$ cat config.mk
export PLATFORM = sky130hd
export DESIGN_NAME = divisor_shift_sub
export DESIGN_NICKNAME = d
export VERILOG_FILES = /design/src/rtl/divisor_shift_sub.sv
export SDC_FILE = /design/constraint.sdc
export NUM_CORES = 1
export LEC_CHECK = 0
export ABC_CLOCK_PERIOD_IN_PS = 1900
export CAP_MARGIN = 40
export CORE_MARGIN = 4
export CORE_UTILIZATION = 51
export CTS_BUF_LIST = sky130_fd_sc_hd__clkbuf_2 sky130_fd_sc_hd__clkbuf_4 sky130_fd_sc_hd__clkbuf_8
export DETAILED_ROUTE_END_ITERATION = 10
export PLACE_DENSITY = 0.82
export SLEW_MARGIN = 0
export SYNTH_ARGS = -nofsm -noshare
export SYNTH_HDL_FRONTEND = slang
export SYNTH_SLANG_ARGS = --single-unit
export TNS_END_PERCENT = 1
$ cat constraint.sdc
create_clock -name Clk -period 1.9 [get_ports Clk]
set_input_delay 0.285 -clock Clk [delete_from_list [all_inputs] [get_ports Clk]]
set_output_delay 0.285 -clock Clk [all_outputs]
set_load 0.05 [all_outputs]
$ cat src/rtl/divisor_shift_sub.sv
// Restoring shift-subtract divider: 2N-bit dividend / N-bit divisor -> N-bit quotient and remainder.
// St/Idle/Done handshake matches the shift-add multiplier so both can share one sequencer.
module divisor_shift_sub #(
  parameter int N = 4
) (
  input  logic           Clk,
  input  logic           Rst_n,
  input  logic           St,
  input  logic [2*N-1:0] Dividend,
  input  logic [N-1:0]   Divisor,
  output logic           Idle,
  output logic           Done,
  output logic           V,
  output logic [N-1:0]   Quotient,
  output logic [N-1:0]   Remainder
);

  localparam int CW = (N > 1) ? $clog2(N) : 1;

  typedef enum logic [2:0] {
    S_IDLE,
    S_CHK,
    S_SH,
    S_SUB,
    S_DONE
  } state_t;

  state_t         state_reg, state_next;
  logic [2*N-1:0] acc_reg, acc_next;
  logic [N-1:0]   dsr_reg, dsr_next;
  logic [CW-1:0]  cnt_reg, cnt_next;
  logic           v_reg, v_next;
  logic           c_reg, c_next;

  // The shifted-out MSB is kept as bit N of the partial remainder so the compare never loses it.
  logic [N:0]     part;
  logic [N-1:0]   diff_lo;

  assign part    = {c_reg, acc_reg[2*N-1:N]};
  assign diff_lo = part[N-1:0] - dsr_reg;

  always_ff @(posedge Clk) begin
    if (!Rst_n) begin
      state_reg <= S_IDLE;
      acc_reg   <= '0;
      dsr_reg   <= '0;
      cnt_reg   <= '0;
      v_reg     <= 1'b0;
      c_reg     <= 1'b0;
    end else begin
      state_reg <= state_next;
      acc_reg   <= acc_next;
      dsr_reg   <= dsr_next;
      cnt_reg   <= cnt_next;
      v_reg     <= v_next;
      c_reg     <= c_next;
    end
  end

  always_comb begin
    state_next = state_reg;
    acc_next   = acc_reg;
    dsr_next   = dsr_reg;
    cnt_next   = cnt_reg;
    v_next     = v_reg;
    c_next     = c_reg;
    case (state_reg)
      S_IDLE: begin
        if (St) begin
          acc_next   = Dividend;
          dsr_next   = Divisor;
          cnt_next   = '0;
          v_next     = 1'b0;
          state_next = S_CHK;
        end
      end
      S_CHK: begin
        // A high half >= divisor means the quotient needs more than N bits (also catches divide by 0).
        if (acc_reg[2*N-1:N] >= dsr_reg) begin
          v_next     = 1'b1;
          state_next = S_DONE;
        end else begin
          state_next = S_SH;
        end
      end
      S_SH: begin
        c_next     = acc_reg[2*N-1];
        acc_next   = {acc_reg[2*N-2:0], 1'b0};
        state_next = S_SUB;
      end
      S_SUB: begin
        if (part >= {1'b0, dsr_reg}) begin
          acc_next[2*N-1:N] = diff_lo;
          acc_next[0]       = 1'b1;
        end
        if (cnt_reg == CW'(N - 1)) begin
          state_next = S_DONE;
        end else begin
          cnt_next   = cnt_reg + CW'(1);
          state_next = S_SH;
        end
      end
      S_DONE: begin
        state_next = S_IDLE;
      end
      default: begin
        state_next = S_IDLE;
      end
    endcase
  end

  assign Idle      = (state_reg == S_IDLE);
  assign Done      = (state_reg == S_DONE);
  assign V         = v_reg;
  assign Quotient  = acc_reg[N-1:0];
  assign Remainder = acc_reg[2*N-1:N];

endmodule

# ---- Word level (Yosys, flattened, before mapping)
# Index checks and enable logic that the tools add are counted.
dict set report classes {
  n_addsub 2
  mul 0
  div_mod_pow 0
  magnitude_cmp 2
  eq_ne 9
  shifts 0
  mux 16
  n_bitwise 0
  n_reduce_logical 10
}
# op count
set ops {}
lappend ops {{case mux 3 bit (4 select lines)} 1}
lappend ops {{case mux 4 bit (3 select lines)} 1}
lappend ops {{2-to-1 mux 3 bit} 3}
lappend ops {{AND reduction 3 bit} 3}
lappend ops {{2-to-1 mux 8 bit} 1}
lappend ops {{inequality test 2 bit, second input constant} 4}
lappend ops {{equality test 3 x 2 -> 1 bit, second input constant} 2}
lappend ops {{case mux 3 bit (2 select lines)} 1}
lappend ops {{nonzero test 2 bit} 3}
lappend ops {{>= comparator 5 x 4 -> 1 bit} 1}
lappend ops {{>= comparator 4 bit} 1}
lappend ops {{2-to-1 mux 2 bit} 2}
lappend ops {{2-to-1 mux 4 bit} 1}
lappend ops {{case mux 2 bit (2 select lines)} 1}
lappend ops {{AND reduction 2 bit} 2}
lappend ops {{subtractor 4 bit} 1}
lappend ops {{equality test 3 x 1 -> 1 bit, second input constant} 1}
lappend ops {{equality test 3 bit, second input constant} 1}
lappend ops {{zero test 3 bit} 1}
lappend ops {{2-to-1 mux 1 bit} 3}
lappend ops {{case mux 1 bit (3 select lines)} 1}
lappend ops {{nonzero test 3 bit} 1}
lappend ops {{adder 2 x 1 -> 2 bit, second input constant} 1}
lappend ops {{equality test 2 bit, second input constant} 1}
lappend ops {{case mux 1 bit (2 select lines)} 1}
dict set report word_totals {
  regBits 19
  latchBits 0
  ram_bits 0
  mem_bits_ro 0
  input_bits 15
  elab_cells 46
  memories 0
}

# ---- Logic depth before layout (Yosys ltp)
dict set report depth {
  ltp_word 3
  depth_mapped 8
  mapped_depth_nobuf 8
}

# ---- Least setup slack after synthesis
# Ideal clock, no wire load.
dict set report synth_timing {
  path_kind {reg-to-reg}
  from {reg acc_reg[4]}
  to {reg state_reg[2]}
  setup_time_ns 0.115
  arrival_time_ns 1.956
  required_ns 1.785
  path_slack_ns -0.171
  path_stages_with_launch 8
  path_buffers 0
  synth_period_minus_slack_ns 2.071
  cell_sequence {dfxtp_1 -> inv_1 -> ha_1 -> fa_1 -> nor2b_1 -> o21ai_1 -> nor3b_1 -> a2111oi_0}
}
dict set report synth_via {
  elab_chain_cells 3
}
# item line_no
set synth_rtl {}
lappend synth_rtl {{start, declared} 29} ;# logic [2*N-1:0] acc_reg, acc_next;
lappend synth_rtl {{start signal, assigned} 52} ;# acc_reg <= acc_next;
lappend synth_rtl {{>= comparator 4 bit} 79} ;# if (acc_reg[2*N-1:N] >= dsr_reg) begin
lappend synth_rtl {{2-to-1 mux 3 bit} 79}
lappend synth_rtl {{case mux 3 bit (4 select lines)} 67} ;# case (state_reg)
lappend synth_rtl {{end signal, assigned} 51} ;# state_reg <= state_next;
lappend synth_rtl {{end, declared} 28} ;# state_t state_reg, state_next;
# Every way passes these cells.
# A chain may end at the register's enable or synchronous reset.

# ---- Final worst setup path
dict set report layout_timing {
  from {reg acc_reg[5]}
  to {out Remainder[1]}
}
# item line_no
set layout_rtl {}
lappend layout_rtl {{end, declared} 15} ;# output logic [N-1:0] Remainder
# No word-level cell between the ends.

==> metrics.csv <==
stage;metric;value;unit
cts;# clock sinks;19;
power_and_ir_drop;Peak VDD IR;760;µV
power_and_ir_drop;P_sw;546;µW
timing;Slew @ Worst Pin;0.500;ns
layout;# diodes;0;
layout;sequential cell area;387;µm²
timing;relative slew slack;66.6;%
critical_path;crit path kind;reg2out;
floorplan;placeable core region;0.00198;mm²
critical_path;R2R Setup Slk;0.10;ns
layout;Final Cell Area;0.00145;mm²
synthesis;synth unique cells;37;
route;final WL;2530;µm
layout;Non-Filler Instances;181;
timing;Max Slew Vio Count;0;
critical_path;CP Buf/Inv Count;1;
power_and_ir_drop;leakage power;0.631;nW
global_routing;first-pass GRT wire length;4190;µm
critical_path;crit path DAT;1.55;ns
layout;layout cell share with drive strength beyond 1;16.9;%
synthesis;sequential area share after synthesis;35.2;%
layout;post-layout util;73.2;%
timing;hold slack;0.510;ns
critical_path;slowest CP cell;clkdlybuf4s50_1;
critical_path;crit-path max FO;5;
timing;minimum clock period;1.84;ns
global_routing;vias in the first global route;953;
worst_hold_path;worst hold path class;reg2reg;
global_routing;pin count of the biggest net entering global routing;18;
floorplan;IO Count;26;
worst_hold_path;hold path start;acc_reg[6];
floorplan;die width;54.0;µm
synthesis;EDFF count, synth;0;
critical_path;FF-to-FF path depth;8;
run_status;status;finished, final reports clean;
floorplan;Vert. Die Dim;54.0;µm
route;Via density;5.39;
synthesis;Avg Inst Size Synth;8.72;µm²
global_routing;GR Overflow Total;0;
route;TritonRoute pass-1 iters;4;
critical_path;biggest cell delay along the critical path;0.83;ns
power_and_ir_drop;Comb power frac;46.9;%
route;1st-iter DRT viols;15;
floorplan;Starting Density;54.5;%
timing;Tcrit/Tclk final;96.8;%
power_and_ir_drop;switching portion of total power;40.7;%
power_and_ir_drop;clock network power share;16.0;%
layout;nets@finish;176;
layout;Fill cells;149;
synthesis;Ys Warns;0;
route;via count;976;
global_routing;initial antenna violation count;0;
synthesis;Yosys reg bits;19;
power_and_ir_drop;internal power;795;µW
place;Placement Cell Area;0.00137;mm²
floorplan;Placement Rows;16;
critical_path;worst reg2reg path endpoint;acc_reg[5];
cts;Worst-path clk slew;0.12;ns
critical_path;worst r2r src;dsr_reg[3];
critical_path;critical-path cell list;clkdlybuf4s50_1;
synthesis;post-synthesis instance total;124;
cts;H-tree Lvls;1;
worst_hold_path;hold depth;2;
place;PortBufs;25;
route;DRC viols;0;
route;wire per inst;14.0;µm
worst_hold_path;Hold Path Sink;acc_reg[6];
critical_path;Worst setup EP type;primary output;
cts;latest clock arrival within the worst-skew pair;0.30;ns
power_and_ir_drop;overall power;1.34;mW
synthesis;Synth Flop Type;dfxtp_1;
cts;Root Driver;clkbuf_4;
cts;TritonCTS Buffers;3;
timing;clock skew;0.00174;ns
global_routing;Total GRT Usage;19.8;%
synthesis;Netlist Area Pre-Place;0.00108;mm²
timing;Peak Freq;544;MHz
critical_path;CP delay by family, top;buffers and inverters;
layout;max FFs per register;8;
place;gpl congestion;0.818;
floorplan;area of the die;0.00292;mm²
critical_path;worst path required time;1.62;ns
cts;CTS Buffer Depth;2;
timing;Setup Viol. Count Final;0;
timing;final hold vios;0;
flow_run;max_cap viols;0;
critical_path;Startpoint Class;flop;
place;# placed instances;175;
synthesis;share of synthesized registers carrying an async set or reset;0;%
synthesis;syn_nets;145;
power_and_ir_drop;pwr dens;924;mW/mm²
place;post-detail-place hpwl;1850;µm
power_and_ir_drop;sequential power share;37.1;%
layout;area delta synth->final;34.3;%
layout;multi-input logic area;683;µm²
route;antenna-violating nets left;0;
cts;CTS tree;done;
worst max path at each step:
stage	start	to	slack, ns	cells after the start
floorplan	acc_reg[5]	state_reg[2]	-0.07	6
detailed placement	St	acc_reg[4]	-0.002	6
CTS	dsr_reg[1]	acc_reg[5]	0.03	7
global route	acc_reg[4]	state_reg[2]	-0.009	7
global placement	St	acc_reg[4]	0.05	6
finish	acc_reg[5]	Remainder[1]	0.06	1
kinds of logic (layout without fill, tap and decap cells):
kind of cell	Yosys count	count (layout)	share of synthesized area [%]
multiplexers	8	8	7.41
AO/OA/AOI/OAI	29	29	21.4
flip-flops	19	19	35.2
AND/OR/NAND/NOR	48	48	22.6
adder cells (fa/ha/maj)	6	6	7.64
XOR/XNOR	1	1	0.810
buffers and inverters	13	43	4.98
placed cells by master, fill, tap and decap left out, drive strengths merged, types with 2 or more instances in the layout:
cell           instances
nor2                  11
nor3b                  2
mux2i                  8
inv                    8
clkdlybuf4s50         23
a211oi                 4
nor3                   4
nor2b                  8
o311ai                 2
a21oi                  7
nand2b                 3
clkbuf                 3
buf                    8
nand2                 15
ha                     5
o21ai                  4
o211a                  5
dfxtp                 19
power groups by stage:
stage	Sequential (mW)	Clock, mW	Combinational [mW]
3_5_place_dp	0.503	0	0.579
5_1_grt	0.505	0.234	0.687
2_1_floorplan	0.590	0	0.322
4_1_cts	0.494	0.219	0.593
6_report	0.497	0.215	0.629
3_3_place_gp	0.501	0	0.568
what timing repair did:
item                                    4_1_cts  5_1_grt
setup buffers                                 2        0
pin swaps                                     1        3
hold buffers                                  0        0
endpoints found under the setup margin        1        6
resized for setup                             0       11
layer usage:
| metal | up-vias | share of wire, % | track usage [%] |
|---|---|---|---|
| met5 | - | 0 | 0 |
| met4 | 0 | 2.8 | 9.54 |
| met3 | 8 | 3.7 | 3.60 |
| met2 | 22 | 48 | 31.5 |
| met1 | 453 | 45 | 25.8 |
| li1 | 493 | - | - |
cell usage after synthesis, drive strengths merged (2+ instances only):
cell type	number	share of area, %
a211oi	4	3.9
nor2	11	3.8
a21oi	7	3.2
clkbuf	3	1.0
o311ai	2	2.3
nor3b	2	1.4
nor2b	8	4.6
inv	8	2.8
nand2b	3	1.7
o21ai	4	1.9
ha	5	5.8
dfxtp	19	35
o211a	5	4.6
nor3	4	2.3
buf	2	1.2
nand2	15	5.4
mux2i	8	7.4
stage by stage:
| stage | TNS [ns] | setup slack, ns |
|---|---|---|
| 6_report | 0 | 0.0612 |
| 5_1_grt | -0.0171 | -0.00875 |
| 4_1_cts | 0 | 0.0313 |
| 3_5_place_dp | -0.00194 | -0.00194 |
| 3_3_place_gp | 0 | 0.0523 |
| 2_1_floorplan | -0.207 | -0.0749 |
final cells by class:
type / count / share of cell area [%]
multi-input combinational: 92 / 47.1
sequential: 19 / 26.6
timing repair buffer: 31 / 20.0
tap: 27 / 2.33
inverter: 8 / 2.07
clock buffer: 3 / 1.55
clock inverter: 1 / 0.345
(Power assumes the default switching activity.)
